$ cat src/rtl/sysbus_arbiter_if.sv
// Sysbus request/response channel bundle.
// master drives requests and the response ack; slave drives acks and responses.
interface sysbus_arbiter_if #(
    parameter int TAG_WIDTH = 13
) ();
    logic                 reqcyc;
    logic [63:0]          req;
    logic [TAG_WIDTH-1:0] reqtag;
    logic                 reqack;
    logic                 respcyc;
    logic [63:0]          resp;
    logic [TAG_WIDTH-1:0] resptag;
    logic                 respack;

    modport master (
        output reqcyc, req, reqtag, respack,
        input  reqack, respcyc, resp, resptag
    );

    modport slave (
        input  reqcyc, req, reqtag, respack,
        output reqack, respcyc, resp, resptag
    );
endinterface

$ cat src/rtl/sysbus_arbiter.sv
// Two-master round-robin arbiter for the Sysbus channel (m0 = fetch, m1 = data).
// Grant is held for a whole transaction: address beat, then either BEATS write
// data beats or BEATS read response beats. Responses go only to the owner.
module sysbus_arbiter #(
    parameter int TAG_WIDTH = 13,
    parameter int BEATS     = 8
) (
    input  logic              clk,
    input  logic              reset,
    sysbus_arbiter_if.slave   m0,
    sysbus_arbiter_if.slave   m1,
    sysbus_arbiter_if.master  bus,
    output logic              busy,
    output logic              owner,
    output logic              err
);
    localparam int CW = $clog2(BEATS) + 1;

    typedef enum logic [1:0] {IDLE, ADDR, WDATA, RESP} state_t;

    state_t               state, state_nxt;
    logic [CW-1:0]        cnt, cnt_nxt, cnt_inc;
    logic                 ptr, ptr_nxt;
    logic                 owner_nxt;
    logic                 err_nxt;
    logic                 fwd;     // forward owner's request lines to the bus
    logic                 ack;     // owner beat accepted this cycle
    logic                 rsp;     // response beat routed to owner this cycle

    logic                 own_cyc;
    logic [63:0]          own_req;
    logic [TAG_WIDTH-1:0] own_tag;

    assign own_cyc = owner ? m1.reqcyc : m0.reqcyc;
    assign own_req = owner ? m1.req    : m0.req;
    assign own_tag = owner ? m1.reqtag : m0.reqtag;
    assign cnt_inc = cnt + CW'(1);

    // State, beat counter, priority pointer, owner and sticky error registers
    always_ff @(posedge clk or posedge reset) begin
        if (reset) begin
            state <= IDLE;
            cnt   <= '0;
            ptr   <= 1'b0;
            owner <= 1'b0;
            err   <= 1'b0;
        end else begin
            state <= state_nxt;
            cnt   <= cnt_nxt;
            ptr   <= ptr_nxt;
            owner <= owner_nxt;
            err   <= err_nxt;
        end
    end

    // Next-state and handshake decode
    always_comb begin
        state_nxt = state;
        cnt_nxt   = cnt;
        ptr_nxt   = ptr;
        owner_nxt = owner;
        fwd       = 1'b0;
        ack       = 1'b0;
        rsp       = 1'b0;
        // A response outside the response phase belongs to nobody: flag it, never ack it.
        err_nxt   = err | (bus.respcyc & (state != RESP));
        case (state)
            IDLE: begin
                if (m0.reqcyc || m1.reqcyc) begin
                    // Lone requester wins; a tie goes to the pointer.
                    owner_nxt = (m0.reqcyc && m1.reqcyc) ? ptr : m1.reqcyc;
                    state_nxt = ADDR;
                end
            end
            ADDR: begin
                fwd = 1'b1;
                if (!own_cyc) begin
                    // Abandoned before the address was taken; pointer keeps its value.
                    state_nxt = IDLE;
                end else if (bus.reqack) begin
                    ack       = 1'b1;
                    cnt_nxt   = '0;
                    state_nxt = own_tag[TAG_WIDTH-1] ? RESP : WDATA;
                end
            end
            WDATA: begin
                fwd = 1'b1;
                if (own_cyc && bus.reqack) begin
                    ack     = 1'b1;
                    cnt_nxt = cnt_inc;
                    if (cnt_inc == CW'(BEATS)) begin
                        state_nxt = IDLE;
                        ptr_nxt   = ~owner;
                    end
                end
            end
            RESP: begin
                if (bus.respcyc) begin
                    rsp     = 1'b1;
                    cnt_nxt = cnt_inc;
                    if (cnt_inc == CW'(BEATS)) begin
                        state_nxt = IDLE;
                        ptr_nxt   = ~owner;
                    end
                end
            end
            default: state_nxt = IDLE;
        endcase
    end

    assign busy = (state != IDLE);

    assign bus.reqcyc  = fwd & own_cyc;
    assign bus.req     = fwd ? own_req : '0;
    assign bus.reqtag  = fwd ? own_tag : '0;
    assign bus.respack = rsp;

    assign m0.reqack  = ack & ~owner;
    assign m1.reqack  = ack &  owner;
    assign m0.respcyc = rsp & ~owner;
    assign m1.respcyc = rsp &  owner;
    assign m0.resp    = (state == RESP && !owner) ? bus.resp    : '0;
    assign m1.resp    = (state == RESP &&  owner) ? bus.resp    : '0;
    assign m0.resptag = (state == RESP && !owner) ? bus.resptag : '0;
    assign m1.resptag = (state == RESP &&  owner) ? bus.resptag : '0;
endmodule

$ cat src/flat_wrapper.sv
// flat-port wrapper written by rule: the top's interface ports become plain ports
module sysbus_arbiter_flat 
#(
    parameter int TAG_WIDTH = 13,
    parameter int BEATS     = 8
)
  (clk, reset, busy, owner, err, m0_reqcyc, m0_req, m0_reqtag, m0_respack, m0_reqack, m0_respcyc, m0_resp, m0_resptag, m1_reqcyc, m1_req, m1_reqtag, m1_respack, m1_reqack, m1_respcyc, m1_resp, m1_resptag, bus_reqcyc, bus_req, bus_reqtag, bus_respack, bus_reqack, bus_respcyc, bus_resp, bus_resptag);
  sysbus_arbiter_if #(.TAG_WIDTH(TAG_WIDTH)) m0_i ();
  sysbus_arbiter_if #(.TAG_WIDTH(TAG_WIDTH)) m1_i ();
  sysbus_arbiter_if #(.TAG_WIDTH(TAG_WIDTH)) bus_i ();
  input  logic clk;
  input  logic reset;
  output logic busy;
  output logic owner;
  output logic err;
  input wire logic [$bits(m0_i.reqcyc)-1:0] m0_reqcyc;
  input wire logic [$bits(m0_i.req)-1:0] m0_req;
  input wire logic [$bits(m0_i.reqtag)-1:0] m0_reqtag;
  input wire logic [$bits(m0_i.respack)-1:0] m0_respack;
  output wire logic [$bits(m0_i.reqack)-1:0] m0_reqack;
  output wire logic [$bits(m0_i.respcyc)-1:0] m0_respcyc;
  output wire logic [$bits(m0_i.resp)-1:0] m0_resp;
  output wire logic [$bits(m0_i.resptag)-1:0] m0_resptag;
  input wire logic [$bits(m1_i.reqcyc)-1:0] m1_reqcyc;
  input wire logic [$bits(m1_i.req)-1:0] m1_req;
  input wire logic [$bits(m1_i.reqtag)-1:0] m1_reqtag;
  input wire logic [$bits(m1_i.respack)-1:0] m1_respack;
  output wire logic [$bits(m1_i.reqack)-1:0] m1_reqack;
  output wire logic [$bits(m1_i.respcyc)-1:0] m1_respcyc;
  output wire logic [$bits(m1_i.resp)-1:0] m1_resp;
  output wire logic [$bits(m1_i.resptag)-1:0] m1_resptag;
  output wire logic [$bits(bus_i.reqcyc)-1:0] bus_reqcyc;
  output wire logic [$bits(bus_i.req)-1:0] bus_req;
  output wire logic [$bits(bus_i.reqtag)-1:0] bus_reqtag;
  output wire logic [$bits(bus_i.respack)-1:0] bus_respack;
  input wire logic [$bits(bus_i.reqack)-1:0] bus_reqack;
  input wire logic [$bits(bus_i.respcyc)-1:0] bus_respcyc;
  input wire logic [$bits(bus_i.resp)-1:0] bus_resp;
  input wire logic [$bits(bus_i.resptag)-1:0] bus_resptag;
  assign m0_i.reqcyc = m0_reqcyc;
  assign m0_i.req = m0_req;
  assign m0_i.reqtag = m0_reqtag;
  assign m0_i.respack = m0_respack;
  assign m0_reqack = m0_i.reqack;
  assign m0_respcyc = m0_i.respcyc;
  assign m0_resp = m0_i.resp;
  assign m0_resptag = m0_i.resptag;
  assign m1_i.reqcyc = m1_reqcyc;
  assign m1_i.req = m1_req;
  assign m1_i.reqtag = m1_reqtag;
  assign m1_i.respack = m1_respack;
  assign m1_reqack = m1_i.reqack;
  assign m1_respcyc = m1_i.respcyc;
  assign m1_resp = m1_i.resp;
  assign m1_resptag = m1_i.resptag;
  assign bus_reqcyc = bus_i.reqcyc;
  assign bus_req = bus_i.req;
  assign bus_reqtag = bus_i.reqtag;
  assign bus_respack = bus_i.respack;
  assign bus_i.reqack = bus_reqack;
  assign bus_i.respcyc = bus_respcyc;
  assign bus_i.resp = bus_resp;
  assign bus_i.resptag = bus_resptag;
  sysbus_arbiter #(.TAG_WIDTH(TAG_WIDTH), .BEATS(BEATS)) u_core (.clk(clk), .reset(reset), .m0(m0_i), .m1(m1_i), .bus(bus_i), .busy(busy), .owner(owner), .err(err));
endmodule
$ cat config.mk
export PLATFORM = sky130hd
export DESIGN_NAME = sysbus_arbiter_flat
export DESIGN_NICKNAME = d
export VERILOG_FILES = /design/src/rtl/sysbus_arbiter_if.sv /design/src/rtl/sysbus_arbiter.sv /design/src/flat_wrapper.sv
export SDC_FILE = /design/constraint.sdc
export NUM_CORES = 1
export LEC_CHECK = 0
export ABC_AREA = 1
export CAP_MARGIN = 10
export CORE_AREA = 2 2 188 190
export CTS_CLUSTER_DIAMETER = 100
export DETAILED_ROUTE_END_ITERATION = 7
export DIE_AREA = 0 0 190 192
export PLACE_DENSITY = 0.47
export SYNTH_ARGS = -nofsm -noshare
export SYNTH_HDL_FRONTEND = slang
export SYNTH_SLANG_ARGS = --single-unit
$ cat constraint.sdc
create_clock -name clk -period 3.05 [get_ports clk]
set_clock_uncertainty 0.1 [all_clocks]
set_input_delay 0.61 -clock clk [delete_from_list [all_inputs] [get_ports clk]]
set_output_delay 0.61 -clock clk [all_outputs]
set_load 0.005 [all_outputs]
==> results of run 1 <==
[synthesized netlist by cell type, drive strengths merged]
library cell / count
o21bai: 1
o21ai: 85
xor2: 1
nand3b: 1
clkbuf: 26
dfrtp: 9
nand3: 8
ha: 6
nand2: 27
inv: 95
nand4: 1
buf: 15
a21oi: 5
nor2: 320
[metal layers]
layer / part of all wire / wire, µm
met4: 0.011 / 227
met1: 0.40 / 8380
met5: 0 / 0
met3: 0.071 / 1480
met2: 0.51 / 10700
[through the flow]
stage / setup WS [ns] / total power, mW
floorplan: 0.944 / 1.84
global placement: 0.194 / 4.58
detailed placement: 0.189 / 4.59
CTS: 0.0103 / 4.85
global route: 0.00842 / 5.31
finish: 0.109 / 4.85
[registers in the layout, summed over array words and instances, names as in the netlist]
signal        count
u_core.cnt        4
u_core.ptr        1
u_core.state      2
u_core.err        1
u_core.owner      1
[worst min path at each step]
stage / to / from / cells past startpoint / slack [ns]
after floorplan: u_core.cnt[0] / reset / 1 / 0.34
after global placement: u_core.err / u_core.err / 1 / 0.37
after detailed placement: u_core.err / u_core.err / 1 / 0.37
after CTS: u_core.err / u_core.err / 1 / 0.39
after global routing: u_core.err / u_core.err / 1 / 0.42
final: u_core.err / u_core.err / 1 / 0.39
[report_power, final]
group	internal [mW]	switching (mW)	total, mW
registers	0.151	0.0322	0.183
clock network	0.174	0.0513	0.225
logic	2.38	2.06	4.45
total	2.71	2.14	4.85
[layout make-up]
class,instances,area [µm²]
inverter,95,359
timing repair buffer,489,4940
multi-input combinational,455,1940
clock buffer,4,78.8
fill,3803,26200
antenna,1,2.50
tap,455,569
sequential,9,226
[timing repair]
item	CTS	global route
buffers inserted	0	0
endpoints found under the setup margin	0	12
gates resized for setup	0	1
[kinds of logic (layout without fill, tap and decap cells)]
group,count (synthesis),in the layout,share of synthesized area
adder cells (fa/ha/maj),6,6,0.0279
buffers and inverters,136,588,0.203
AO/OA/AOI/OAI,91,91,0.174
other,0,1,0
flip-flops,9,9,0.0837
XOR/XNOR,1,1,0.00326
AND/OR/NAND/NOR,357,357,0.508
==> results.json, run 1 <==
{
  "area_growth_pct": 202,
  "r2r_start": "u_core.owner",
  "timing.final.crit_share": 0.964,
  "via_count": 5117,
  "critical_path_class": "flip-flop to output pin",
  "synth_top_area_cell": "nor2_1",
  "worstReg2RegEnd": "u_core.cnt[2]",
  "rsz0062_at_grt": "false",
  "ys_warn_count": 0,
  "setup.worst_path.end": "bus_req[23]",
  "htreeDepth": 1,
  "power_density_nw_per_um2": 598,
  "yosysUniqueCellTypes": 22,
  "first_pass_iters": 4,
  "cp-startpoint": "u_core.state[0]",
  "drt_iter0_drc": 160,
  "ir_drop_mv": 0.290,
  "ys_seq_area_frac": 0.0837,
  "drive_gt1_frac": 0.0257,
  "fin_crit_ns": 2.94,
  "critPathRequiredTime_ns": 2.34,
  "grt_max_degree": 85,
  "fin_cells": 1508,
  "cap_violations": 0,
  "final_common_cell": "clkdlybuf4s50_1",
  "avgSynthCellArea_um2": 4.48,
  "rows": 68,
  "critPathSlowestCell": "clkdlybuf4s50_1",
  "clkTransAtPathRegs_ns": 0.04,
  "hold_buffers": 0,
  "finalInstanceArea_um2": 8120,
  "run_status": "complete, no violations",
  "met2_usage": 0.186,
  "synth_top_cells_by_area": "nor2_1 (45%), o21ai_0 (14%), inv_1 (13%), dfrtp_1 (8.4%), clkbuf_1 (3.6%)",
  "portBuffers": 476,
  "synth.net_count": 845,
  "end_kind": "output pin",
  "routabilityCongestion": 0.792,
  "post_drt_wl_per_cell_um": 13.8,
  "path_cells": "inv_1 > ha_4 > buf_12 > o21ai_0 > nor2_1 > clkdlybuf4s50_1",
  "tritoncts": "built",
  "antenna_found_initial": 1,
  "cp_max_fo": 36,
  "path_buf_inv": 3,
  "busiest_layer": "met2",
  "synth_area_um2": 2690,
  "grt.met3_usage": 0.0196,
  "remaining_drc_errors": 0,
  "synth_cells": 600,
  "clock_path_buffers": 2,
  "mostFrequentLayoutCells": "clkdlybuf4s50_1 (476), nor2_1 (319), inv_1 (93)",
  "finalSetupTns_ns": 0,
  "coreArea_um2": 34300,
  "gr-usage-all-layers": 0.0991,
  "numCtsBuffers": 3,
  "clkLatencyLatePin_ns": 0.23,
  "whs_ns": 0.389,
  "min-delay-path-class": "flip-flop to flip-flop",
  "initial_core_util": 0.0785,
  "placed_area_um2": 8000,
  "finalHoldViolations": 0,
  "cp.depth": 6,
  "route.antenna.remaining_nets": 0,
  "setup_violations": 0,
  "chipHeight_um": 192,
  "tightest_slew_ns": 0.384,
  "gr-total-overflow": 0,
  "synth.top_cell.area_share": 0.445,
  "use_met1": 0.118,
  "ys_seq_elements": 9,
  "cp-start-kind": "flip-flop",
  "fmax_ghz": 0.340,
  "clock-sinks": 9,
  "io_pins": 479,
  "clock-root-buffer": "clkbuf_16",
  "grt_pass1_vias": 4787,
  "nets": 1298,
  "r2r_setup_slack_ns": 1.40,
  "worstPathArrival_ns": 2.23,
  "dp_hpwl_mm": 17.0,
  "dpl.cell_count": 1502,
  "die_w_um": 190,
  "r2r_cells": 7,
  "max_stage_delay_ns": 0.56,
  "leakagePower_nw": 3.47,
  "dieArea_um2": 36500,
  "maxSlewViolCount": 0,
  "via_per_inst": 3.39,
  "critPathTopFamily": "buffers and inverters",
  "finish.utilization": 0.237,
  "maxSlewHeadroom": 0.744,
  "grt_pass1_wl_mm": 28.4,
  "wl_mm": 20.8
}
(Power assumes the default switching activity.)
==> run 2, diff against run 1 <==
--- a/config.mk
+++ b/config.mk
@@ -7,11 +7,12 @@
 export LEC_CHECK = 0
 export ABC_AREA = 1
 export CAP_MARGIN = 10
-export CORE_AREA = 2 2 188 190
+export CORE_AREA = 3 3 183 185
 export CTS_CLUSTER_DIAMETER = 100
 export DETAILED_ROUTE_END_ITERATION = 7
-export DIE_AREA = 0 0 190 192
-export PLACE_DENSITY = 0.47
+export DIE_AREA = 0 0 186 188
+export HOLD_SLACK_MARGIN = 0.08
+export PLACE_DENSITY = 0.49
 export SYNTH_ARGS = -nofsm -noshare
 export SYNTH_HDL_FRONTEND = slang
 export SYNTH_SLANG_ARGS = --single-unit
==> run 2 against run 1 <==
Sequential power grew 4%. Non-clock buffer count is the same. Die area fell by 4.1%. First-iteration DRC count rose by 35%. Clock power barely moved. Critical path type unchanged. Highest routed layer is now met5.
==> results.json, run 2 (synthesis gave the netlist of run 1 again) <==
{
  "chipHeight_um": 188,
  "clkLatencyLatePin_ns": 0.23,
  "critPathTopFamily": "buffers and inverters",
  "regMostFlops": "u_core.cnt",
  "setup_violations": 0,
  "post_cts_buffers": 0,
  "routabilityCongestion": 0.787,
  "power_switching_mw": 2.14,
  "end_kind": "output pin",
  "min-delay-path-class": "flip-flop to flip-flop",
  "place_ws_ns": 0.178,
  "seqPwrFrac": 0.039,
  "htreeDepth": 1,
  "via_per_inst": 3.53,
  "tritoncts": "built",
  "rows": 66,
  "leakagePower_nw": 3.49,
  "largest_reg_flops": 4,
  "ir_drop_mv": 0.372,
  "power_density_nw_per_um2": 599,
  "portBuffers": 476,
  "clock_path_buffers": 2,
  "grt_pass1_wl_mm": 28.3,
  "p_int_mw": 2.71,
  "fin_crit_ns": 2.94,
  "critPathSlowestCell": "clkdlybuf4s50_1",
  "clock-sinks": 9,
  "power.share.clock": 0.047,
  "finalHoldViolations": 0,
  "path_buf_inv": 3,
  "maxSlewHeadroom": 0.670,
  "die_w_um": 186,
  "cp-start-kind": "flip-flop",
  "remaining_drc_errors": 0,
  "final_common_cell": "clkdlybuf4s50_1",
  "mostFrequentLayoutCells": "clkdlybuf4s50_1 (476), nor2_1 (319), inv_1 (93)",
  "placed_area_um2": 7950,
  "combPwrFrac": 0.913,
  "clock-root-buffer": "clkbuf_16",
  "post_drt_wl_per_cell_um": 13.7,
  "critical_path_class": "flip-flop to output pin",
  "nets": 1298,
  "fmax_ghz": 0.341,
  "wl_mm": 20.1,
  "cp_max_fo": 38,
  "grt_max_degree": 83,
  "cap_violations": 0,
  "timing.final.crit_share": 0.963,
  "via_count": 5159,
  "first_pass_iters": 4,
  "finish.utilization": 0.251,
  "dpl.cell_count": 1455,
  "critPathRequiredTime_ns": 2.34,
  "clkTransAtPathRegs_ns": 0.04,
  "numCtsBuffers": 3,
  "area_growth_pct": 200,
  "dieArea_um2": 35000,
  "timing.final.ws_setup_ns": 0.113,
  "grt_pass1_vias": 4809,
  "io_pins": 479,
  "route.antenna.remaining_nets": 0,
  "path_cells": "inv_1 > ha_4 > buf_12 > o21ai_0 > nor2_1 > clkdlybuf4s50_1",
  "rsz0062_at_grt": "true",
  "finalSetupTns_ns": 0,
  "maxSlewViolCount": 0,
  "hold_buffers": 0,
  "p_sw_frac": 0.442,
  "run_status": "complete, no violations",
  "drt_iter0_drc": 216,
  "tightest_slew_ns": 0.493,
  "coreArea_um2": 32200,
  "drive_gt1_frac": 0.0257,
  "finalInstanceArea_um2": 8080,
  "reg_top3": "u_core.cnt (4), u_core.state (2)",
  "max_stage_delay_ns": 0.55,
  "worstPathArrival_ns": 2.23,
  "initial_core_util": 0.0835,
  "antenna_found_initial": 3,
  "gr-usage-all-layers": 0.103,
  "dp_hpwl_mm": 16.5,
  "fin_cells": 1463,
  "gr-total-overflow": 0
}
## run 2: cell types whose count changed in the layout (fill, tap and decap cells not counted)
cell | before | now
diode_2 | 1 | 3
bufbuf_16 | 0 | 1
buf_4 | 7 | 6
buf_12 | 5 | 6
clkbuf_16 | 4 | 3
## run 2: what timing repair did
action	CTS	global route
endpoints found under the setup margin	3	3
cloned	1	0
resized for setup	1	0
pin swaps	0	0
## run 2: worst register-to-register path, stage by stage, from the launching register on
cell and delay [ns]:
dfrtp_1 0.41, ha_1 0.24, buf_4 0.16, nor2_1 0.23
inv_1 0.14, nand2_1 0.13, nand2_1 0.08, nand2_1 0.06
nand2_1 0.05
## run 2: layer usage
metal  up-vias  track usage  share of wire  routed length [µm]
met1      2210        0.123           0.40                8020
li1       2682            -              -                   -
met5         -            0        0.00065                  13
met3        23       0.0165          0.075                1510
met2       242        0.193           0.51               10300
met4         2       0.0180          0.013                 264
## run 2: power by group through the flow
stage               clock (mW)  sequential [mW]  combinational [mW]
global route             0.242            0.198                4.84
floorplan                    0            0.175                1.67
CTS                      0.234            0.193                4.52
finish                   0.228            0.191                4.42
global placement             0            0.192                4.31
detailed placement           0            0.195                4.29
## run 2: layout make-up
| type | count | area (µm²) |
|---|---|---|
| Timing Repair Buffer | 489 | 4960 |
| Fill cell | 3560 | 24100 |
| Clock buffer | 4 | 78.8 |
| Multi-Input combinational cell | 455 | 1940 |
| Tap cell | 408 | 510 |
| Inverter | 95 | 359 |
| Antenna cell | 3 | 7.51 |
| Sequential cell | 9 | 226 |
## run 2: final timing paths
| path | endpoint | slack, ns | cells past startpoint | start |
|---|---|---|---|---|
| setup / recovery | bus_req[53] | 0.11 | 6 | u_core.state[0] |
| hold / removal | u_core.err | 0.38 | 1 | u_core.err |
| setup reg to reg | u_core.state[1] | 1.34 | 8 | u_core.state[0] |
| hold reg to reg | u_core.err | 0.38 | 1 | u_core.err |
| max in group asynchronous | u_core.owner | 2.02 | 2 | reset |
| min in group asynchronous | u_core.ptr | 0.54 | 2 | reset |
## run 2: through the flow
stage                     total power, mW  hold slack [ns]
after floorplan                      1.84            0.338
after global placement               4.50            0.369
after detailed placement             4.48            0.373
after CTS                            4.95            0.382
after global routing                 5.28            0.404
final                                4.84            0.375
